$ cat config.mk
export PLATFORM = sky130hd
export DESIGN_NAME = psum_store_stage_flat
export DESIGN_NICKNAME = d
export VERILOG_FILES = /design/src/rtl/psum_store_stage_pkg.sv /design/src/rtl/psum_store_stage_if.sv /design/src/rtl/psum_lane_adder.sv /design/src/rtl/psum_store_stage.sv /design/src/flat_wrapper.sv
export SDC_FILE = /design/constraint.sdc
export NUM_CORES = 1
export LEC_CHECK = 0
export CAP_MARGIN = 5
export CELL_PAD_IN_SITES_DETAIL_PLACEMENT = 0
export CELL_PAD_IN_SITES_GLOBAL_PLACEMENT = 1
export CORE_MARGIN = 2
export CORE_UTILIZATION = 32
export CTS_CLUSTER_SIZE = 30
export DETAILED_ROUTE_END_ITERATION = 10
export PLACE_DENSITY = 0.85
export SLEW_MARGIN = 20
export SYNTH_ARGS = -nofsm -noshare
export SYNTH_HDL_FRONTEND = slang
export SYNTH_SLANG_ARGS = --single-unit
$ cat constraint.sdc
create_clock -name i_clk -period 4.9 [get_ports i_clk]
set_clock_uncertainty 0.2 [all_clocks]
set_input_delay 0.49 -clock i_clk [delete_from_list [all_inputs] [get_ports i_clk]]
set_output_delay 0.49 -clock i_clk [all_outputs]
set_load 0.005 [all_outputs]
$ cat src/rtl/psum_store_stage_pkg.sv
// rtl/psum_store_stage_pkg.sv - shared widths, types and FSM states for the psum store stage
package psum_store_stage_pkg;

  localparam int PEROW      = 4;
  localparam int PSUMDWD    = 16;
  localparam int PPADADDRWD = 6;
  localparam int PASSWD     = 4;

  typedef logic [PEROW-1:0][PSUMDWD-1:0] psum_vec_t;

  // Pad write control, laid out the same way the pad controller expects it
  typedef struct packed {
    logic [PPADADDRWD-1:0] waddr;
    logic                  write;
  } ppctl_t;

  typedef enum logic [1:0] {
    ST_IDLE,
    ST_WORK,
    ST_STALL
  } state_t;

endpackage

$ cat src/rtl/psum_store_stage_if.sv
// rtl/psum_store_stage_if.sv - MAC/PIN operand channels and SS/OUT result channels
interface psum_store_stage_if;
  import psum_store_stage_pkg::*;

  logic                  MAC_rdy;
  logic                  MAC_ack;
  psum_vec_t             i_Psum_MAC;
  logic                  PIN_rdy;
  logic                  PIN_ack;
  psum_vec_t             i_Psum_PIN;
  logic                  SS_rdy;
  logic                  SS_ack;
  logic [PPADADDRWD-1:0] o_ss_waddr;
  logic                  o_ss_write;
  psum_vec_t             o_Psum_SS;
  logic                  OUT_rdy;
  logic                  OUT_ack;
  psum_vec_t             o_Psum_OUT;

  modport master (
    input  MAC_rdy, i_Psum_MAC, PIN_rdy, i_Psum_PIN, SS_ack, OUT_ack,
    output MAC_ack, PIN_ack, SS_rdy, o_ss_waddr, o_ss_write, o_Psum_SS,
           OUT_rdy, o_Psum_OUT
  );

  modport slave (
    output MAC_rdy, i_Psum_MAC, PIN_rdy, i_Psum_PIN, SS_ack, OUT_ack,
    input  MAC_ack, PIN_ack, SS_rdy, o_ss_waddr, o_ss_write, o_Psum_SS,
           OUT_rdy, o_Psum_OUT
  );

endinterface

$ cat src/rtl/psum_lane_adder.sv
// rtl/psum_lane_adder.sv - lane-wise wrapping psum adder, read-back operand forced to zero on pass 0
module psum_lane_adder
  import psum_store_stage_pkg::*;
(
  input  psum_vec_t mac,
  input  psum_vec_t pin,
  input  logic      zero_pin,
  output psum_vec_t sum
);

  // Each lane wraps modulo 2^PSUMDWD; no saturation
  always_comb begin
    sum = '0;
    for (int l = 0; l < PEROW; l++) begin
      sum[l] = mac[l] + (zero_pin ? {PSUMDWD{1'b0}} : pin[l]);
    end
  end

endmodule

$ cat src/rtl/psum_store_stage.sv
// rtl/psum_store_stage.sv - accumulates MAC psums into the pad, emitting the final pass on OUT
module psum_store_stage
  import psum_store_stage_pkg::*;
(
  input  logic                  i_clk,
  input  logic                  i_rstn,
  input  logic                  i_start,
  input  logic                  i_inst_reset,
  input  logic                  i_inst_stall,
  input  logic [PPADADDRWD:0]   i_size,
  input  logic [PASSWD-1:0]     i_npass,
  psum_store_stage_if.master    bus,
  output logic                  o_done
);

  state_t                state, state_nxt;
  logic                  full;
  logic                  to_out;
  logic                  last_loaded;
  logic                  done;
  logic [PPADADDRWD-1:0] idx;
  logic [PPADADDRWD-1:0] waddr;
  logic [PASSWD-1:0]     pass;
  logic [PASSWD-1:0]     npass_r;
  logic [PPADADDRWD:0]   size_r;
  psum_vec_t             data;
  psum_vec_t             sum;
  ppctl_t                ss_ctl;

  logic pass0, operands_ok, ss_xfer, out_xfer, xfer, load;
  logic idx_last, pass_last, finish;

  assign pass0       = (pass == '0);
  assign operands_ok = bus.MAC_rdy && (pass0 || bus.PIN_rdy);
  assign ss_xfer     = full && !to_out && bus.SS_ack;
  assign out_xfer    = full && to_out && bus.OUT_ack;
  assign xfer        = ss_xfer || out_xfer;
  // The register refills in the same cycle its pending entry drains
  assign load        = (state == ST_WORK) && !i_inst_reset && !i_inst_stall &&
                       !last_loaded && operands_ok && (!full || xfer);
  assign idx_last    = ({1'b0, idx} == (size_r - 1'b1));
  assign pass_last   = (pass == (npass_r - 1'b1));
  // Once the final entry is in the register, its OUT transfer ends the job
  assign finish      = last_loaded && out_xfer && !i_inst_reset;

  psum_lane_adder u_adder (
    .mac      (bus.i_Psum_MAC),
    .pin      (bus.i_Psum_PIN),
    .zero_pin (pass0),
    .sum      (sum)
  );

  // State register
  always_ff @(posedge i_clk) begin
    if (!i_rstn) state <= ST_IDLE;
    else         state <= state_nxt;
  end

  // Next state: instruction reset dominates stall and completion
  always_comb begin
    state_nxt = state;
    case (state)
      ST_IDLE:  if (i_start) state_nxt = ST_WORK;
      ST_WORK: begin
        if (i_inst_reset)      state_nxt = ST_IDLE;
        else if (finish)       state_nxt = ST_IDLE;
        else if (i_inst_stall) state_nxt = ST_STALL;
      end
      ST_STALL: begin
        if (i_inst_reset)       state_nxt = ST_IDLE;
        else if (finish)        state_nxt = ST_IDLE;
        else if (!i_inst_stall) state_nxt = ST_WORK;
      end
      default: state_nxt = ST_IDLE;
    endcase
  end

  // Data register, routing flag and the idx/pass loop counters
  always_ff @(posedge i_clk) begin
    if (!i_rstn) begin
      full        <= 1'b0;
      to_out      <= 1'b0;
      last_loaded <= 1'b0;
      done        <= 1'b0;
      idx         <= '0;
      pass        <= '0;
      waddr       <= '0;
      size_r      <= '0;
      npass_r     <= '0;
      data        <= '0;
    end else begin
      done <= finish;
      if (state == ST_IDLE) begin
        if (i_start) begin
          size_r      <= i_size;
          npass_r     <= i_npass;
          idx         <= '0;
          pass        <= '0;
          last_loaded <= 1'b0;
          full        <= 1'b0;
        end
      end else if (i_inst_reset) begin
        full <= 1'b0;
      end else if (load) begin
        full   <= 1'b1;
        data   <= sum;
        to_out <= pass_last;
        if (!pass_last) waddr <= idx;
        if (idx_last) begin
          idx         <= '0;
          pass        <= pass + 1'b1;
          last_loaded <= pass_last;
        end else begin
          idx <= idx + 1'b1;
        end
      end else if (xfer) begin
        full <= 1'b0;
      end
    end
  end

  assign ss_ctl.write   = full && !to_out;
  assign ss_ctl.waddr   = waddr;

  assign bus.MAC_ack    = load;
  assign bus.PIN_ack    = load && !pass0;
  assign bus.SS_rdy     = ss_ctl.write;
  assign bus.o_ss_write = ss_ctl.write;
  assign bus.o_ss_waddr = ss_ctl.waddr;
  assign bus.o_Psum_SS  = data;
  assign bus.OUT_rdy    = full && to_out;
  assign bus.o_Psum_OUT = data;
  assign o_done         = done;

endmodule

$ cat src/flat_wrapper.sv
// flat-port wrapper written by rule: the top's interface ports become plain ports
module psum_store_stage_flat import psum_store_stage_pkg::*;
  (i_clk, i_rstn, i_start, i_inst_reset, i_inst_stall, i_size, i_npass, o_done, bus_MAC_rdy, bus_i_Psum_MAC, bus_PIN_rdy, bus_i_Psum_PIN, bus_SS_ack, bus_OUT_ack, bus_MAC_ack, bus_PIN_ack, bus_SS_rdy, bus_o_ss_waddr, bus_o_ss_write, bus_o_Psum_SS, bus_OUT_rdy, bus_o_Psum_OUT);
  psum_store_stage_if bus_i ();
  input  logic i_clk;
  input  logic i_rstn;
  input  logic i_start;
  input  logic i_inst_reset;
  input  logic i_inst_stall;
  input  logic [PPADADDRWD:0] i_size;
  input  logic [PASSWD-1:0] i_npass;
  output logic o_done;
  input wire logic [$bits(bus_i.MAC_rdy)-1:0] bus_MAC_rdy;
  input wire logic [$bits(bus_i.i_Psum_MAC)-1:0] bus_i_Psum_MAC;
  input wire logic [$bits(bus_i.PIN_rdy)-1:0] bus_PIN_rdy;
  input wire logic [$bits(bus_i.i_Psum_PIN)-1:0] bus_i_Psum_PIN;
  input wire logic [$bits(bus_i.SS_ack)-1:0] bus_SS_ack;
  input wire logic [$bits(bus_i.OUT_ack)-1:0] bus_OUT_ack;
  output wire logic [$bits(bus_i.MAC_ack)-1:0] bus_MAC_ack;
  output wire logic [$bits(bus_i.PIN_ack)-1:0] bus_PIN_ack;
  output wire logic [$bits(bus_i.SS_rdy)-1:0] bus_SS_rdy;
  output wire logic [$bits(bus_i.o_ss_waddr)-1:0] bus_o_ss_waddr;
  output wire logic [$bits(bus_i.o_ss_write)-1:0] bus_o_ss_write;
  output wire logic [$bits(bus_i.o_Psum_SS)-1:0] bus_o_Psum_SS;
  output wire logic [$bits(bus_i.OUT_rdy)-1:0] bus_OUT_rdy;
  output wire logic [$bits(bus_i.o_Psum_OUT)-1:0] bus_o_Psum_OUT;
  assign bus_i.MAC_rdy = bus_MAC_rdy;
  assign bus_i.i_Psum_MAC = bus_i_Psum_MAC;
  assign bus_i.PIN_rdy = bus_PIN_rdy;
  assign bus_i.i_Psum_PIN = bus_i_Psum_PIN;
  assign bus_i.SS_ack = bus_SS_ack;
  assign bus_i.OUT_ack = bus_OUT_ack;
  assign bus_MAC_ack = bus_i.MAC_ack;
  assign bus_PIN_ack = bus_i.PIN_ack;
  assign bus_SS_rdy = bus_i.SS_rdy;
  assign bus_o_ss_waddr = bus_i.o_ss_waddr;
  assign bus_o_ss_write = bus_i.o_ss_write;
  assign bus_o_Psum_SS = bus_i.o_Psum_SS;
  assign bus_OUT_rdy = bus_i.OUT_rdy;
  assign bus_o_Psum_OUT = bus_i.o_Psum_OUT;
  psum_store_stage u_core (.i_clk(i_clk), .i_rstn(i_rstn), .i_start(i_start), .i_inst_reset(i_inst_reset), .i_inst_stall(i_inst_stall), .i_size(i_size), .i_npass(i_npass), .bus(bus_i), .o_done(o_done));
endmodule
==> metrics.csv <==
stage;metric;value;unit
global_routing;grt_first_pass_wirelength;39.1;mm
final_layout;multi_input_comb_area;5010;µm²
yosys;synth_area_per_cell;7.84;µm²
setup_path;path_cells;inv_1 > ha_1 > or3b_2 > and2_1 > ha_1 > fa_1 > a211o_1 > a21oi_1 > o21ai_0 > a311oi_1 > nand4_1 > o221ai_2;
global_routing;global_route.usage.met3;0.0378;
global_routing;grt_util_all_layers;0.188;
setup_path;worstSetupEndpointType;register;
final_layout;finalCoreUtilization;0.453;
drt;detailedRoute.firstIterationViolations;397;
place;placed_cells;1488;
place;port_buffer_cells;287;
floorplanning;initial_utilization;0.328;
yosys;count_of_flip_flops_with_a_built_in_enable_after_synthesis;0;
setup_path;critical_path_required;4.98;ns
yosys;synth_async_sr_flop_share;0;
drt;ant_nets;0;
global_routing;met1_track_utilization_from_global_routing;0.238;
floorplanning;coreArea;23500;µm²
timing;final.period_utilization;0.840;
global_routing;pin_count_of_the_biggest_net_entering_global_routing;70;
floorplanning;rows;56;
final_layout;layoutNonFillerInstCount;1504;
power_and_ir_drop;power_leakage;4.23;nW
setup_path;worstSetupPathType;register to register;
final_layout;layout.filler_cells;2389;
drt;detailroute.via_count;7679;
yosys;synthesized_flop_and_latch_total;97;
clock_network;cts-resized-gates;0;
floorplanning;num_io_pins;288;
floorplanning;die_h;159;µm
floorplanning;die_area;25400;µm²
clock_network;postCtsHoldBufs;0;
power_and_ir_drop;power-per-cell-area;197;nW/µm²
yosys;synth_area_leaders;dfxtp_1 25%, ha_1 11%, a21oi_1 6.4%;
min_path;timing.hold.worst.class;register to register;
clock_network;cts_tree;done;
power_and_ir_drop;report.power.total;2.11;mW
clock_network;max-clock-path-buffers;2;
timing;timing_hold_violations_final;0;
floorplanning;die_x;159;µm
yosys;postSynthNetCount;1201;
yosys;total_standard_cell_area_after_synthesis;7710;µm²
flow_run;max_cap_violations;0;
clock_network;cts_made_buffers;9;
drt;wire_per_inst;16.2;µm
clock_network;post-cts-setup-buffers;0;
setup_path;critPathLaunchType;register;
timing;timing_max_transition_violations_final;0;
drt;vias_per_cell;5.11;
timing;slew_headroom;0.364;
yosys;yosys_warnings;0;
drt;drc;0;
yosys;synth_seq_area_share;0.252;
status;run_status;finished, final reports clean;
yosys;synth_top_area_share;0.252;
timing;max_slew.worst_pin.slew;0.946;ns
timing;rsz0062_at_grt;no;
clock_network;clock_pin_slew_on_the_worst_setup_and_hold_paths;0.09;ns
global_routing;grt_antenna_before_repair;1;
global_routing;grt_pass1_vias;7390;
power_and_ir_drop;ir_worst_vdd;0.000116;V
timing;hold_ws;0.270;ns
place;placed_wire_length_estimate;18.5;mm
yosys;synthesis.instances;984;
final_layout;sequential_cell_area;1940;µm²
yosys;synthDistinctLibCells;65;
timing;timing.fmax;243;MHz
timing;final.setup.tns;0;ns
clock_network;clkLatencyLatePin;0.36;ns
setup_path;cpMostUsedCell;ha_1;
final_layout;fin_nets;1397;
clock_network;cts.root.buffer_cell;clkbuf_16;
setup_path;timing.critical_path.slowest_stage_cell;or3b_2;
setup_path;worst_ep_arrival_time;4.19;ns
yosys;synthFlopType;dfxtp_1;
timing;period_minus_slack;4.12;ns
final_layout;area_growth_syn_to_layout;38.4;%
drt;drtPass1Iterations;5;
clock_network;clock_sink_count;97;
final_layout;num_antenna_cells;0;
global_routing;global_route.peak_usage_layer;met2;
yosys;yosysTopAreaCell;dfxtp_1;
setup_path;timing.critical_path.fanout_max;27;
final_layout;post_route_cells_drive_above_1_share;0.0430;
timing;report.final.setup_viol;0;
drt;postRouteWirelength;24.4;mm
clock_network;htreeDepth;3;
place;finalWeightedCongestion;0.821;
global_routing;met2_usage;0.330;
setup_path;delay_contributed_by_the_slowest_stage_of_the_critical_path;0.73;ns
global_routing;overflow;0;
-- flip-flops by register name (all words and copies together), names as in the netlist --
signal                 cells
u_core.state               2
u_core.bus.o_ss_waddr      6
u_core.full                1
u_core.pass                4
u_core.npass_r             4
u_core.size_r              7
u_core.bus.o_Psum_OUT     64
u_core.o_done              1
u_core.to_out              1
u_core.idx                 6
u_core.last_loaded         1
-- layout by cell type (no fill, tap or decap), types with 3 or more instances in the layout --
cell	n
o21a_1	6
nand4b_1	5
xnor2_1	39
a211oi_1	18
o211ai_2	4
xor2_1	12
nand3_1	46
o21ai_0	35
or3_1	16
dfxtp_1	97
and3_1	14
o31ai_1	4
o211a_1	5
nand3b_1	3
o21bai_1	3
nand2b_1	4
a31oi_1	9
a21o_1	21
a211o_1	6
o221ai_2	4
buf_4	8
mux2i_1	17
and2_1	65
inv_1	22
nand2_1	124
ha_1	65
a21oi_1	99
fa_1	4
nor2_1	38
o211ai_1	10
nand4_1	14
clkdlybuf4s50_1	286
nor3_1	20
a31o_2	4
clkbuf_16	9
-- metrics by stage --
| stage | cell area (µm²) | setup WS (ns) |
|---|---|---|
| floorplan | 7710 | 1.18 |
| global placement | 10400 | 0.900 |
| detailed placement | 10400 | 0.834 |
| CTS | 10700 | 0.819 |
| global route | 10700 | 0.546 |
| finish | 10700 | 0.782 |
-- where the power goes --
| part | internal (mW) | total [mW] | switching (mW) |
|---|---|---|---|
| sequential | 0.804 | 0.821 | 0.0177 |
| combinational | 0.283 | 0.548 | 0.265 |
| clock | 0.365 | 0.737 | 0.372 |
-- cell usage after synthesis, types with 10 or more instances --
cell type and count:
a211oi_1 18, a21o_1 21, a21oi_1 99, and2_1 65, and3_1 14, buf_4 66
clkbuf_1 31, dfxtp_1 97, ha_1 65, inv_1 23, mux2i_1 17, nand2_1 124
nand3_1 46, nand4_1 14, nor2_1 38, nor3_1 20, o211ai_1 10, o21ai_0 35
or3_1 17, xnor2_1 39, xor2_1 12
-- routing by layer --
metal	wire, µm	vias up	part of all wire
met5	13	-	0.00053
met4	354	2	0.015
met3	1410	19	0.058
met2	11800	245	0.48
met1	10800	3587	0.44
li1	-	3826	-
-- path summary, 6_finish.rpt --
check | startpoint | end | depth (start not counted) | slack (ns)
setup reg to reg | u_core.pass[0] | u_core.bus.o_Psum_OUT[62] | 12 | 0.78
setup / recovery | u_core.pass[0] | u_core.bus.o_Psum_OUT[62] | 12 | 0.78
hold / removal | u_core.npass_r[3] | u_core.npass_r[3] | 2 | 0.27
hold reg to reg | u_core.npass_r[3] | u_core.npass_r[3] | 2 | 0.27
-- area by class of cell --
cell class                      instances  share of cell area
Tap cell                              319              0.0374
Sequential cell                        97               0.182
Timing Repair Buffer                  295               0.274
Multi-Input combinational cell        753               0.469
Clock inverter                          7             0.00762
Inverter                               24             0.00844
Clock buffer                            9              0.0211
-- cells by family after synthesis --
family / share of synthesized area
buffers and inverters: 0.0998
XOR/XNOR: 0.0579
AND/OR/NAND/NOR: 0.243
multiplexers: 0.0235
AO/OA/AOI/OAI: 0.208
adder cells (fa/ha/maj): 0.116
flip-flops: 0.252
-- worst max-delay path, delay by kind of cell, from the launching register on --
| family | cells | cell delay, ns |
|---|---|---|
| AO/OA/AOI/OAI | 5 | 1.41 |
| AND/OR/NAND/NOR | 3 | 1.18 |
| flip-flops | 1 | 0.36 |
| adder cells (fa/ha/maj) | 3 | 0.79 |
| buffers and inverters | 1 | 0.09 |
Note: power is estimated with default switching activity, not from simulation.
